`src/rtl/data_mem_arbiter.sv`:
```
// Two-port round-robin arbiter and access sequencer for the single-port data memory.
// Port 0 is the CPU load/store stage. Port 1 is a secondary master (loader/debug/DMA).
// Optional feature macro: DATA_MEM_ARB_BOUNDS_EN adds err0/err1 and out-of-range address
// rejection (address >= MEM_DEPTH completes with ack+err and no memory strobe).
//
// state  | meaning
// -------+-----------------------------------------------------------------
// IDLE   | waiting for a request; strobes low, mem_* hold last access
// ACCESS | strobes held for ACCESS_CYCLES cycles, counting down cnt
// RESP   | one-cycle ack (and err, when enabled) to the granted port
module data_mem_arbiter #(
  parameter int ADDR_W        = 32,
  parameter int DATA_W        = 32,
  parameter int ACCESS_CYCLES = 2,
  parameter int MEM_DEPTH     = 256
) (
  input  logic              clk,
  input  logic              reset,
  input  logic              req0,
  input  logic              we0,
  input  logic [5:0]        opcode0,
  input  logic [ADDR_W-1:0] endereco0,
  input  logic [DATA_W-1:0] wdata0,
  output logic              ack0,
  output logic [DATA_W-1:0] rdata0,
  input  logic              req1,
  input  logic              we1,
  input  logic [5:0]        opcode1,
  input  logic [ADDR_W-1:0] endereco1,
  input  logic [DATA_W-1:0] wdata1,
  output logic              ack1,
  output logic [DATA_W-1:0] rdata1,
  output logic [ADDR_W-1:0] mem_endereco,
  output logic [DATA_W-1:0] mem_write_data,
  output logic [5:0]        mem_opcode,
  output logic              sinal_mem_write,
  output logic              sinal_mem_read,
  input  logic [DATA_W-1:0] mem_read_data,
`ifdef DATA_MEM_ARB_BOUNDS_EN
  output logic              err0,
  output logic              err1,
`endif
  output logic              busy
);

  // Counter is 4 bits, which bounds ACCESS_CYCLES to 1..15.
  if (ACCESS_CYCLES < 1 || ACCESS_CYCLES > 15) begin : g_bad_access_cycles
    $error("ACCESS_CYCLES must be in 1..15");
  end
  if (MEM_DEPTH < 1) begin : g_bad_mem_depth
    $error("MEM_DEPTH must be at least 1");
  end

  localparam logic [3:0] CNT_INIT = 4'(ACCESS_CYCLES - 1);

  typedef enum logic [1:0] {
    S_IDLE   = 2'd0,
    S_ACCESS = 2'd1,
    S_RESP   = 2'd2
  } state_t;

  state_t              state_q, state_d;
  logic                last_grant_q, last_grant_d;
  logic                winner_q, winner_d;
  logic [3:0]          cnt_q, cnt_d;
  logic [ADDR_W-1:0]   addr_q, addr_d;
  logic [DATA_W-1:0]   wdata_q, wdata_d;
  logic [5:0]          op_q, op_d;
  logic                wr_q, wr_d;
  logic                rd_q, rd_d;
  logic                ack0_q, ack0_d;
  logic                ack1_q, ack1_d;
  logic [DATA_W-1:0]   rdata0_q, rdata0_d;
  logic [DATA_W-1:0]   rdata1_q, rdata1_d;
  logic                pick1;
  logic                sel_we;
  logic [ADDR_W-1:0]   sel_addr;
`ifdef DATA_MEM_ARB_BOUNDS_EN
  localparam logic [ADDR_W-1:0] MEM_DEPTH_A = ADDR_W'(MEM_DEPTH);
  logic                err0_q, err0_d;
  logic                err1_q, err1_d;
`endif

  // Next-state and datapath decode; every register holds unless a state updates it.
  always_comb begin
    state_d      = state_q;
    last_grant_d = last_grant_q;
    winner_d     = winner_q;
    cnt_d        = cnt_q;
    addr_d       = addr_q;
    wdata_d      = wdata_q;
    op_d         = op_q;
    wr_d         = wr_q;
    rd_d         = rd_q;
    ack0_d       = 1'b0;
    ack1_d       = 1'b0;
    rdata0_d     = rdata0_q;
    rdata1_d     = rdata1_q;
`ifdef DATA_MEM_ARB_BOUNDS_EN
    err0_d       = 1'b0;
    err1_d       = 1'b0;
`endif
    // Port 1 wins when it is alone, or when both ask and port 0 had the last grant.
    pick1    = req1 & (~req0 | ~last_grant_q);
    sel_we   = pick1 ? we1 : we0;
    sel_addr = pick1 ? endereco1 : endereco0;

    case (state_q)
      S_IDLE: begin
        if (req0 | req1) begin
          winner_d     = pick1;
          last_grant_d = pick1;
          addr_d       = sel_addr;
          wdata_d      = pick1 ? wdata1 : wdata0;
          op_d         = pick1 ? opcode1 : opcode0;
          cnt_d        = CNT_INIT;
`ifdef DATA_MEM_ARB_BOUNDS_EN
          if (sel_addr >= MEM_DEPTH_A) begin
            // Out-of-range: skip the memory entirely and answer with an error.
            state_d = S_RESP;
            if (pick1) begin
              ack1_d   = 1'b1;
              err1_d   = 1'b1;
              rdata1_d = '0;
            end else begin
              ack0_d   = 1'b1;
              err0_d   = 1'b1;
              rdata0_d = '0;
            end
          end else begin
            wr_d    = sel_we;
            rd_d    = ~sel_we;
            state_d = S_ACCESS;
          end
`else
          wr_d    = sel_we;
          rd_d    = ~sel_we;
          state_d = S_ACCESS;
`endif
        end
      end
      S_ACCESS: begin
        if (cnt_q != 4'd0) begin
          cnt_d = cnt_q - 4'd1;
        end else begin
          wr_d    = 1'b0;
          rd_d    = 1'b0;
          state_d = S_RESP;
          if (winner_q) begin
            ack1_d = 1'b1;
            if (rd_q) rdata1_d = mem_read_data;
          end else begin
            ack0_d = 1'b1;
            if (rd_q) rdata0_d = mem_read_data;
          end
        end
      end
      S_RESP: begin
        state_d = S_IDLE;
      end
      default: begin
        state_d = S_IDLE;
        wr_d    = 1'b0;
        rd_d    = 1'b0;
      end
    endcase
  end

  // State register; reset abandons any access in flight without acknowledging it.
  always_ff @(posedge clk) begin
    if (reset) begin
      state_q      <= S_IDLE;
      last_grant_q <= 1'b1;
      winner_q     <= 1'b0;
      cnt_q        <= '0;
      addr_q       <= '0;
      wdata_q      <= '0;
      op_q         <= '0;
      wr_q         <= 1'b0;
      rd_q         <= 1'b0;
      ack0_q       <= 1'b0;
      ack1_q       <= 1'b0;
      rdata0_q     <= '0;
      rdata1_q     <= '0;
`ifdef DATA_MEM_ARB_BOUNDS_EN
      err0_q       <= 1'b0;
      err1_q       <= 1'b0;
`endif
    end else begin
      state_q      <= state_d;
      last_grant_q <= last_grant_d;
      winner_q     <= winner_d;
      cnt_q        <= cnt_d;
      addr_q       <= addr_d;
      wdata_q      <= wdata_d;
      op_q         <= op_d;
      wr_q         <= wr_d;
      rd_q         <= rd_d;
      ack0_q       <= ack0_d;
      ack1_q       <= ack1_d;
      rdata0_q     <= rdata0_d;
      rdata1_q     <= rdata1_d;
`ifdef DATA_MEM_ARB_BOUNDS_EN
      err0_q       <= err0_d;
      err1_q       <= err1_d;
`endif
    end
  end

  assign mem_endereco    = addr_q;
  assign mem_write_data  = wdata_q;
  assign mem_opcode      = op_q;
  assign sinal_mem_write = wr_q;
  assign sinal_mem_read  = rd_q;
  assign ack0            = ack0_q;
  assign ack1            = ack1_q;
  assign rdata0          = rdata0_q;
  assign rdata1          = rdata1_q;
  assign busy            = (state_q != S_IDLE);
`ifdef DATA_MEM_ARB_BOUNDS_EN
  assign err0            = err0_q;
  assign err1            = err1_q;
`endif

endmodule

```
`config.mk`:
```
export PLATFORM = sky130hd
export DESIGN_NAME = data_mem_arbiter
export DESIGN_NICKNAME = d
export VERILOG_FILES = /design/src/rtl/data_mem_arbiter.sv
export SDC_FILE = /design/constraint.sdc
export NUM_CORES = 1
export LEC_CHECK = 0
export CAP_MARGIN = 5
export CORE_MARGIN = 10
export CORE_UTILIZATION = 40
export CTS_BUF_LIST = sky130_fd_sc_hd__clkbuf_4 sky130_fd_sc_hd__clkbuf_8
export DETAILED_ROUTE_END_ITERATION = 7
export PLACE_DENSITY_LB_ADDON = 0.15
export SYNTH_ARGS = -nofsm -noshare
export SYNTH_HDL_FRONTEND = slang
export SYNTH_SLANG_ARGS = --single-unit
```
`constraint.sdc`:
```
create_clock -name clk -period 1.8 [get_ports clk]
set_clock_uncertainty 0.1 [all_clocks]
set_input_delay 0.18 -clock clk [delete_from_list [all_inputs] [get_ports clk]]
set_output_delay 0.18 -clock clk [all_outputs]
set_load 0.005 [all_outputs]
```
## Word-level counts from Yosys, hierarchy flattened

Index checks and enable logic that the tools add are counted.

- Register bits after elaboration: 146
- Input bits: 178
- Output and inout port bits: 139

- $add $sub $neg: 1
- Equal/unequal tests: 5
- Muxes and demuxes: 17
- Bitwise operators: 10
- Reduce and logical (&&, ||, !) cells: 11

Operators with widths:

| operator | number |
|---|---|
| $mux 32 | 2 |
| $mux 4 | 2 |
| $pmux 4 s2 | 1 |
| $reduce_and 4->1 | 2 |
| $not 1->1 | 7 |
| $mux 1 | 6 |
| $mux 6 | 1 |
| $ne 2x2->1 const B | 3 |
| $pmux 1 s3 | 2 |
| $reduce_and 3->1 | 2 |
| $mux 2 | 2 |
| $pmux 2 s2 | 1 |
| $reduce_and 2->1 | 2 |
| $reduce_bool 2->1 | 2 |
| $reduce_bool 4->1 | 1 |
| $sub 4x1->4 const B | 1 |
| $reduce_or 3->1 | 1 |
| $eq 2x1->1 const B | 1 |
| $eq 2x2->1 const B | 1 |
| $logic_not 2->1 | 1 |
| $or 1x1->1 | 2 |
| $and 1x1->1 | 1 |

## Longest topological paths before layout

Gate-level depths: netlist of the first run.

- Depth in word-level cells: 7
- Depth in mapped cells: 7
- Depth with buffers taken out: 5

## Worst setup path after synthesis of the first run

Ideal clock, no wire load.

- Path type: register -> register
- From: reg cnt_q[0]
- To: reg rdata0_q[10] (netlist: rdata0[10])
- Arrival: 1,450 ps
- Data required time: 1,568 ps
- Slack: 118 ps
- Cell stages (with the launch flop): 8
- Cells stage by stage: dfxtp_1 inv_1 ha_1 or3b_1 buf_2 clkbuf_1 o21ai_0 a21oi_1

- Cells in the longest elaborated chain, start to end: 3

Ends and longest elaborated chain:

| element | RTL line | text |
|---|---|---|
| start, declared | 65 | `logic [3:0] cnt_q, cnt_d;` |
| start signal, assigned | 193 | `cnt_q <= cnt_d;` |
| $reduce_bool 4->1 | 143 | `if (cnt_q != 4'd0) begin` |
| $not 1->1 (no line) | -- |  |
| $reduce_and 4->1 (no line) | -- |  |
| end signal, assigned | 201 | `rdata0_q <= rdata0_d;` |
| end, declared | 73 | `logic [DATA_W-1:0] rdata0_q, rdata0_d;` |

No other way between the ends.
A chain may end at the register's enable or synchronous reset.

## Worst setup path after layout of the first run

- From: reg cnt_q[0]
- To: reg rdata0_q[16] (netlist: rdata0[16])

Same word-level chain as after synthesis.

==> flow_summary.ini, run 1 <==
[run_status]
status = completed

[finish]
drive_gt1_share_pct = 9.58
num-nets-final = 1075
regArea_sq_um = 2930
fillers = 1079
area_delta_synth_final_pct = 69.4
multi_input_area_sq_um = 2660
n_antenna_cell = 0
final_util_pct = 70.0
fin_area_sq_um = 9830
finalNonFillerCells = 1088

[synth]
synth_cell_type_count = 37
seq_area_frac_synth_pct = 50.4
yosysWarningCount = 0
synth_top_area_cell = dfxtp_1
synth.avg_cell_area_sq_um = 9.90
synth_edf_count = 0
synthTopCellsByCount = dfxtp_1 (146), o2bb2ai_1 (71), mux2i_1 (70), a21oi_1 (67), nand3_1 (65)
synth-main-ff-cell = dfxtp_1
synth_nets = 766
synth_area_leaders = dfxtp_1 (50%), mux2i_1 (12%), o2bb2ai_1 (11%)
synth_top_area_share_pct = 50.4
synthesis.area_sq_um = 5800
ys_ff_latch = 146
synthArstFlopShare_pct = 0
yosysMostFrequentCell = dfxtp_1
synthCells = 586

[floorplanning]
core_area_sq_um = 14000
io-pin-count = 317
die_x_um = 140
initial_core_util_pct = 41.3
die_area_sq_um = 19700
die_height_um = 140
rows = 43

[global_routing]
antenna_found_initial = 0
grt_pass1_wl_mm = 34.2
met3_usage_pct = 8.15
grt_use_met2_pct = 37.5
grt_pass1_vias = 5879
grt_max_degree = 65
met1_usage_pct = 23.7
grt_remaining_overflow = 0
top_usage_layer = met2
track_usage_pct = 21.6

[timing]
period_needed_ns = 1.75
worst_slew_pin_slew_ns = 0.660
maxSlewViolCount = 0
slew_headroom_pct = 56.0
fin_crit_sh_pct = 97.5
max_freq_ghz = 0.570
setup_viol = 0
hold_viol = 0

[clocking]
numCtsBuffers = 17
htreeDepth = 4
root_buffer = clkbuf_8
cts_tree = built
cts_sinks = 146
cts.path.max_buffers = 2
cts.clk_slew.worst_paths_ns = 0.08
clock_latency_ns = 0.45

[critical_path]
r2r_cells = 6
startpoint = cnt_q[0]
worst-path-buf-inv = 2
cp.depth = 6
cp_max_fo = 41
max_stage_delay_ns = 0.40
rr_endpoint = rdata0[16]
endpoint_kind = flip-flop
crit_type = flip-flop to flip-flop
worstPathCellList = inv_2 -> ha_2 -> or3b_4 -> buf_8 -> o21ai_0 -> a21oi_2
worst_ep_arrival_time_ns = 1.96
startpoint_type = flip-flop
path_delay_family = simple AND/OR/NAND/NOR gates
required_ns = 2.01
critPathSlowestCell = or3b_4
r2r_start = cnt_q[0]
r2r_setup_slack_ns = 0.05
crit_end = rdata0[16]

[power]
p_leak_uw = 0.00347
power_density_nw_per_um2 = 852
vdd_drop_max_mv = 0.448

[flow_run]
max_cap_violations = 0

[detailed_routing]
vias = 5865
first_pass_iters = 5
wl_per_cell_um = 20.8
via_per_inst = 5.39
drcViolationCount = 0
ant_nets = 0
wirelength_mm = 22.7
drt_iter0_drc = 313

[placed_design]
routabilityCongestion = 0.828
io_buffers = 316
dp_hpwl_mm = 17.2
place_area_sq_um = 9280
dp.cells = 1052

[worst_hold_path]
hold_class = input pin to flip-flop
-- worst reg2reg max path, stage by stage, from the launching register on --
cell and delay (ns):
dfxtp_2 0.34, inv_2 0.07, ha_2 0.17, or3b_4 0.40, buf_8 0.19, o21ai_0 0.26
a21oi_2 0.08
-- layout by cell type, fill, tap and decap left out, types with 9 or more instances in the layout --
cell             Yosys  layout
clkdlybuf4s50_1      0     314
dfxtp_1            146     142
o2bb2ai_1           71      71
mux2i_1             70      70
nand3_1             65      64
a21oi_1             67      63
o21ai_0             56      44
o21ai_1             13      25
clkbuf_8             0      23
buf_4                0      19
buf_12               0       9
-- what timing repair did --
| item | 4_1_cts | 5_1_grt |
|---|---|---|
| setup endpoints to repair | 33 | 68 |
| resized for setup | 10 | 22 |
| buffers inserted | 0 | 2 |
| hold endpoints to repair | 3 | 0 |
| hold buffers | 1 | 0 |
| cloned | 0 | 1 |
| pin swaps | 0 | 1 |
-- power by group --
group / leakage (uW) / switching (uW) / internal, uW / total, uW
Combinational: 0.00205 / 851 / 1110 / 1960
Clock: 0.000221 / 1210 / 1600 / 2810
Sequential: 0.00119 / 136 / 3460 / 3600
-- state kept, by name, summed over array words and instances (netlist names), 2 cells and up --
signal and count:
rdata0 32, state_q 2, mem_write_data 32, rdata1 32
mem_endereco 32, mem_opcode 6, cnt_q 4
-- per-layer routing --
metal  vias up  routed length (um)
met5         -                   0
met4         0                 405
li1       2792                   -
met1      2785                8630
met3        28                2040
met2       260               11600
-- worst min path at each step --
stage                       from    endpoint  slack (ns)  cells after the start
4_1_cts        mem_read_data[21]  rdata1[21]        0.19                      3
3_3_place_gp               reset  rdata1[21]        0.34                      2
5_1_grt         mem_read_data[1]   rdata1[1]        0.21                      3
2_1_floorplan   mem_read_data[0]   rdata0[0]        0.23                      2
3_5_place_dp               reset  rdata1[21]        0.34                      2
6_report       mem_read_data[21]  rdata1[21]        0.23                      3
-- kinds of logic (layout without fill, tap and decap cells) --
logic type,after synthesis,in the layout,share of synthesized area [%]
AOI/OAI and AO/OA,217,217,23.9
adders and majority gates,2,2,0.431
buffers and inverters,64,386,4.79
DFF,146,146,50.4
muxes,71,71,12.3
and+or+nand+nor,86,86,8.22
-- per-stage QoR --
stage / TNS (ns) / hold WS [ns] / worst slack (ns) / total power, uW
6_report: 0 / 0.226 / 0.0451 / 8370
5_1_grt: -0.137 / 0.211 / -0.0266 / 8740
3_3_place_gp: 0 / 0.337 / 0.00143 / 5510
3_5_place_dp: -0.371 / 0.337 / -0.0648 / 5560
2_1_floorplan: 0 / 0.228 / 0.118 / 4380
4_1_cts: 0 / 0.190 / 0.0290 / 8380
-- layout make-up --
cell class | instances | share of cell area (%)
sequential | 146 | 29.8
timing repair buffer | 349 | 36.1
inverter | 5 | 0.191
tap | 180 | 2.29
clock inverter | 8 | 1.25
multi-input combinational | 376 | 27.0
clock buffer | 24 | 3.30
Note: power is estimated with default switching activity, not from simulation.
==> run 2: changes to the inputs <==
--- a/config.mk
+++ b/config.mk
@@ -10,7 +10,7 @@
 export CORE_UTILIZATION = 40
 export CTS_BUF_LIST = sky130_fd_sc_hd__clkbuf_4 sky130_fd_sc_hd__clkbuf_8
 export DETAILED_ROUTE_END_ITERATION = 7
-export PLACE_DENSITY_LB_ADDON = 0.15
+export PLACE_DENSITY = 0.8
 export SYNTH_ARGS = -nofsm -noshare
 export SYNTH_HDL_FRONTEND = slang
 export SYNTH_SLANG_ARGS = --single-unit
==> flow_summary.ini, run 2 (synthesis results as in run 1) <==
[run_status]
status = completed

[finish]
layout_common_cells = clkdlybuf4s50_1 (313), dfxtp_1 (144), o2bb2ai_1 (71)
finalNonFillerCells = 1090
n_antenna_cell = 0
fillers = 1022
num-nets-final = 1077
final_common_cell = clkdlybuf4s50_1
drive_gt1_share_pct = 9.12
area_delta_synth_final_pct = 70.0

[global_routing]
grt_remaining_overflow = 0
antenna_found_initial = 0
track_usage_pct = 22.9
grt_max_degree = 65
grt_pass1_vias = 6306
grt_pass1_wl_mm = 36.2

[detailed_routing]
wirelength_mm = 24.2
drt_iter0_drc = 438
vias = 6073
via_per_inst = 5.57
wl_per_cell_um = 22.2
ant_nets = 0
first_pass_iters = 5
drcViolationCount = 0

[floorplanning]
die_area_sq_um = 19700
initial_core_util_pct = 41.3
io-pin-count = 317
core_area_sq_um = 14000
die_height_um = 140
die_x_um = 140
rows = 43

[clocking]
root_buffer = clkbuf_8
cts_tree = built
cts.clk_slew.worst_paths_ns = 0.08
htreeDepth = 4
cts_sinks = 146
clock_latency_ns = 0.44
numCtsBuffers = 17
cts.path.max_buffers = 2
postCtsHoldBufs = 0

[critical_path]
r2r_setup_slack_ns = 0.04
cp_max_fo = 25
startpoint_type = flip-flop
r2r_start = cnt_q[1]
worst_ep_arrival_time_ns = 1.97
endpoint_kind = flip-flop
r2r_cells = 6
rr_endpoint = rdata0[20]
required_ns = 2.01
crit_type = flip-flop to flip-flop

[timing]
slew_headroom_pct = 63.9
rsz0062_at_grt = yes
hold_viol = 0
hold_slack_ns = 0.120
period_needed_ns = 1.76
setup_viol = 0
setup_tns_ns = 0
worst_slew_pin_slew_ns = 0.541
maxSlewViolCount = 0
max_freq_ghz = 0.568
fin_crit_sh_pct = 97.9

[power]
p_leak_uw = 0.00351
power_frac_comb_pct = 24.2
p_sw_uw = 2270
power_density_nw_per_um2 = 862
pwr-share-seq_pct = 42.4
switching_share_pct = 26.7
vdd_drop_max_mv = 0.485
pwr-share-clk_pct = 33.4
internal_power_uw = 6230

[placed_design]
io_buffers = 316
dp_hpwl_mm = 18.0
dp.cells = 1054
routabilityCongestion = 0.924

[worst_hold_path]
min_to = last_grant_q
hold_class = input pin to flip-flop
min_delay_path_depth = 3
min_from = reset

[flow_run]
max_cap_violations = 0
run 2: cell type report:
type                    count  area (sq um)  area share (%)
clock inverters            11           158            1.60
flip-flops and latches    146          2930            29.7
clock buffers              21           283            2.87
well taps                 180           225            2.28
inverters                   5          18.8           0.190
multi-input cells         377          2660            27.0
repair buffers            350          3590            36.4
run 2: through the flow:
step                total power, uW  worst slack, ns  instance area [sq um]  util, %
global placement               5530          -0.0293                   9310     66.3
global route                   8820          -0.0498                   9860     70.2
CTS                            8470          0.00290                   9790     69.7
floorplan                      4380            0.118                   5800        -
detailed placement             5580          -0.0786                   9310     66.3
finish                         8500           0.0381                   9860     70.2
run 2: critical path, stage by stage (launching register included):
cell and delay [ns]:
dfxtp_1 0.33, inv_1 0.08, ha_2 0.19, or3b_4 0.45, buf_12 0.18, o21ai_0 0.19
a21oi_1 0.10
run 2: worst max-delay path by stage:
stage,startpoint,end,slack [ns],cells past startpoint
3_5_place_dp,req0,mem_opcode[4],-0.08,5
2_1_floorplan,cnt_q[0],rdata0[10],0.12,7
3_3_place_gp,req0,mem_write_data[4],-0.03,5
5_1_grt,cnt_q[1],rdata1[17],-0.05,6
4_1_cts,sinal_mem_read,sinal_mem_read,0.003,1
6_report,cnt_q[1],rdata0[20],0.04,6
run 2: layer usage:
metal	part of all wire [%]	vias up	track usage, %
li1	-	2799	-
met1	37	2928	24.6
met2	51	290	39.5
met3	7.4	56	6.90
met4	3.8	0	12.1
met5	0	-	0
run 2: repair_timing:
action / CTS / global route
setup buffers: 0 / 1
endpoints found under the setup margin: 7 / 64
cloned: 1 / 2
gates resized for setup: 6 / 25
run 2: power by group through the flow:
stage | registers (uW) | clock network [uW] | logic [uW]
CTS | 3600 | 2890 | 1980
global placement | 3660 | 0 | 1870
detailed placement | 3670 | 0 | 1910
finish | 3600 | 2840 | 2050
global route | 3630 | 3010 | 2180
floorplan | 3670 | 0 | 714
==> run 3: changes to the inputs <==
--- a/config.mk
+++ b/config.mk
@@ -11,6 +11,8 @@
 export CTS_BUF_LIST = sky130_fd_sc_hd__clkbuf_4 sky130_fd_sc_hd__clkbuf_8
 export DETAILED_ROUTE_END_ITERATION = 7
 export PLACE_DENSITY = 0.8
+export RECOVER_POWER = 100
+export SKIP_LAST_GASP = 1
 export SYNTH_ARGS = -nofsm -noshare
 export SYNTH_HDL_FRONTEND = slang
 export SYNTH_SLANG_ARGS = --single-unit
==> flow_summary.ini, run 3 (synthesis results as in run 1) <==
[finish]
layout_common_cells = clkdlybuf4s50_1 (313), dfxtp_1 (144), o2bb2ai_1 (71)
finalNonFillerCells = 1090
final_common_cell = clkdlybuf4s50_1
area_delta_synth_final_pct = 69.3
drive_gt1_share_pct = 8.90
fin_area_sq_um = 9820
num-nets-final = 1077
n_antenna_cell = 0

[critical_path]
cp_max_fo = 25
worst_ep_arrival_time_ns = 1.96
r2r_setup_slack_ns = 0.04
startpoint_type = flip-flop
endpoint_kind = flip-flop
rr_endpoint = rdata0[20]
required_ns = 2.01
r2r_cells = 6
r2r_start = cnt_q[1]
crit_end = rdata0[20]
startpoint = cnt_q[1]
crit_type = flip-flop to flip-flop

[floorplanning]
initial_core_util_pct = 41.3
die_area_sq_um = 19700
rows = 43
io-pin-count = 317
die_x_um = 140
core_area_sq_um = 14000
die_height_um = 140

[clocking]
cts.path.max_buffers = 2
numCtsBuffers = 17
cts_tree = built
clock_latency_ns = 0.44
root_buffer = clkbuf_8
cts_sinks = 146
postCtsHoldBufs = 0
cts.clk_slew.worst_paths_ns = 0.08
htreeDepth = 4

[detailed_routing]
drt_iter0_drc = 418
drcViolationCount = 0
vias = 6058
wl_per_cell_um = 22.2
via_per_inst = 5.56
wirelength_mm = 24.2
ant_nets = 0
first_pass_iters = 5

[timing]
maxSlewViolCount = 0
rsz0062_at_grt = yes
setup_viol = 0
period_needed_ns = 1.76
hold_viol = 0
worst_slew_pin_slew_ns = 0.539
max_freq_ghz = 0.569
slew_headroom_pct = 64.1
setup_tns_ns = 0
fin_crit_sh_pct = 97.6

[placed_design]
routabilityCongestion = 0.924
io_buffers = 316
place_area_sq_um = 9310
dp.cells = 1054
dp_hpwl_mm = 18.0

[power]
power_density_nw_per_um2 = 863
vdd_drop_max_mv = 0.485
p_leak_uw = 0.00348

[global_routing]
track_usage_pct = 22.9
grt_remaining_overflow = 0
antenna_found_initial = 0
grt_pass1_vias = 6306
grt_max_degree = 65
grt_pass1_wl_mm = 36.2

[worst_hold_path]
min_delay_path_depth = 3
hold_class = input pin to flip-flop

[run_status]
status = completed

[flow_run]
max_cap_violations = 0
==> run 3: stage by stage <==
stage	hold WS [ns]	total power, uW	utilization (%)	worst slack (ns)
after floorplan	0.228	4380	-	0.118
after global placement	0.344	5530	66.3	-0.0293
after detailed placement	0.346	5580	66.3	-0.0786
after CTS	0.0909	8470	69.7	0.00290
after global routing	0.0952	8800	69.9	-0.0498
final	0.105	8470	69.9	0.0429
==> run 3: how the worst min path moves through the flow <==
| stage | start | end | slack [ns] |
|---|---|---|---|
| floorplan | mem_read_data[0] | rdata0[0] | 0.23 |
| global placement | mem_endereco[0] | mem_endereco[0] | 0.34 |
| detailed placement | mem_endereco[18] | mem_endereco[18] | 0.35 |
| CTS | reset | last_grant_q | 0.09 |
| global route | reset | last_grant_q | 0.1 |
| finish | reset | last_grant_q | 0.11 |
==> run 3: final cells by class <==
| cell class | count | area (sq um) |
|---|---|---|
| Inverter | 5 | 18.8 |
| Clock inverter | 11 | 158 |
| Clock buffer | 21 | 283 |
| Timing Repair Buffer | 350 | 3550 |
| Tap cell | 180 | 225 |
| Multi-Input combinational cell | 377 | 2650 |
| Sequential cell | 146 | 2930 |
| Fill cell | 1030 | 4230 |
==> run 3: repair_timing <==
action,4_1_cts,5_1_grt
endpoints found under the setup margin,7,64
buffers inserted,0,1
resized for setup,6,25
cloned,1,2
==> run 3: critical path, cell delays in order, from the launching register on <==
cell and delay, ns:
dfxtp_1 0.33, inv_1 0.08, ha_2 0.19, or3b_4 0.45, buf_12 0.19, o21ai_0 0.19
a21oi_1 0.10
==> run 3: layer usage <==
| metal | wire length (um) | track usage [%] | up-vias | share of wire [%] |
|---|---|---|---|---|
| li1 | - | - | 2803 | - |
| met2 | 12400 | 39.5 | 287 | 51 |
| met1 | 9110 | 24.6 | 2910 | 38 |
| met4 | 965 | 12.1 | 0 | 4.0 |
| met3 | 1790 | 6.90 | 58 | 7.4 |
| met5 | 0 | 0 | - | 0 |
==> run 3: where the power goes <==
part | internal, uW | leakage, uW | switching, uW
registers | 3460 | 0.00119 | 144
clock network | 1620 | 0.000229 | 1220
logic | 1130 | 0.00206 | 899
total | 6210 | 0.00348 | 2260
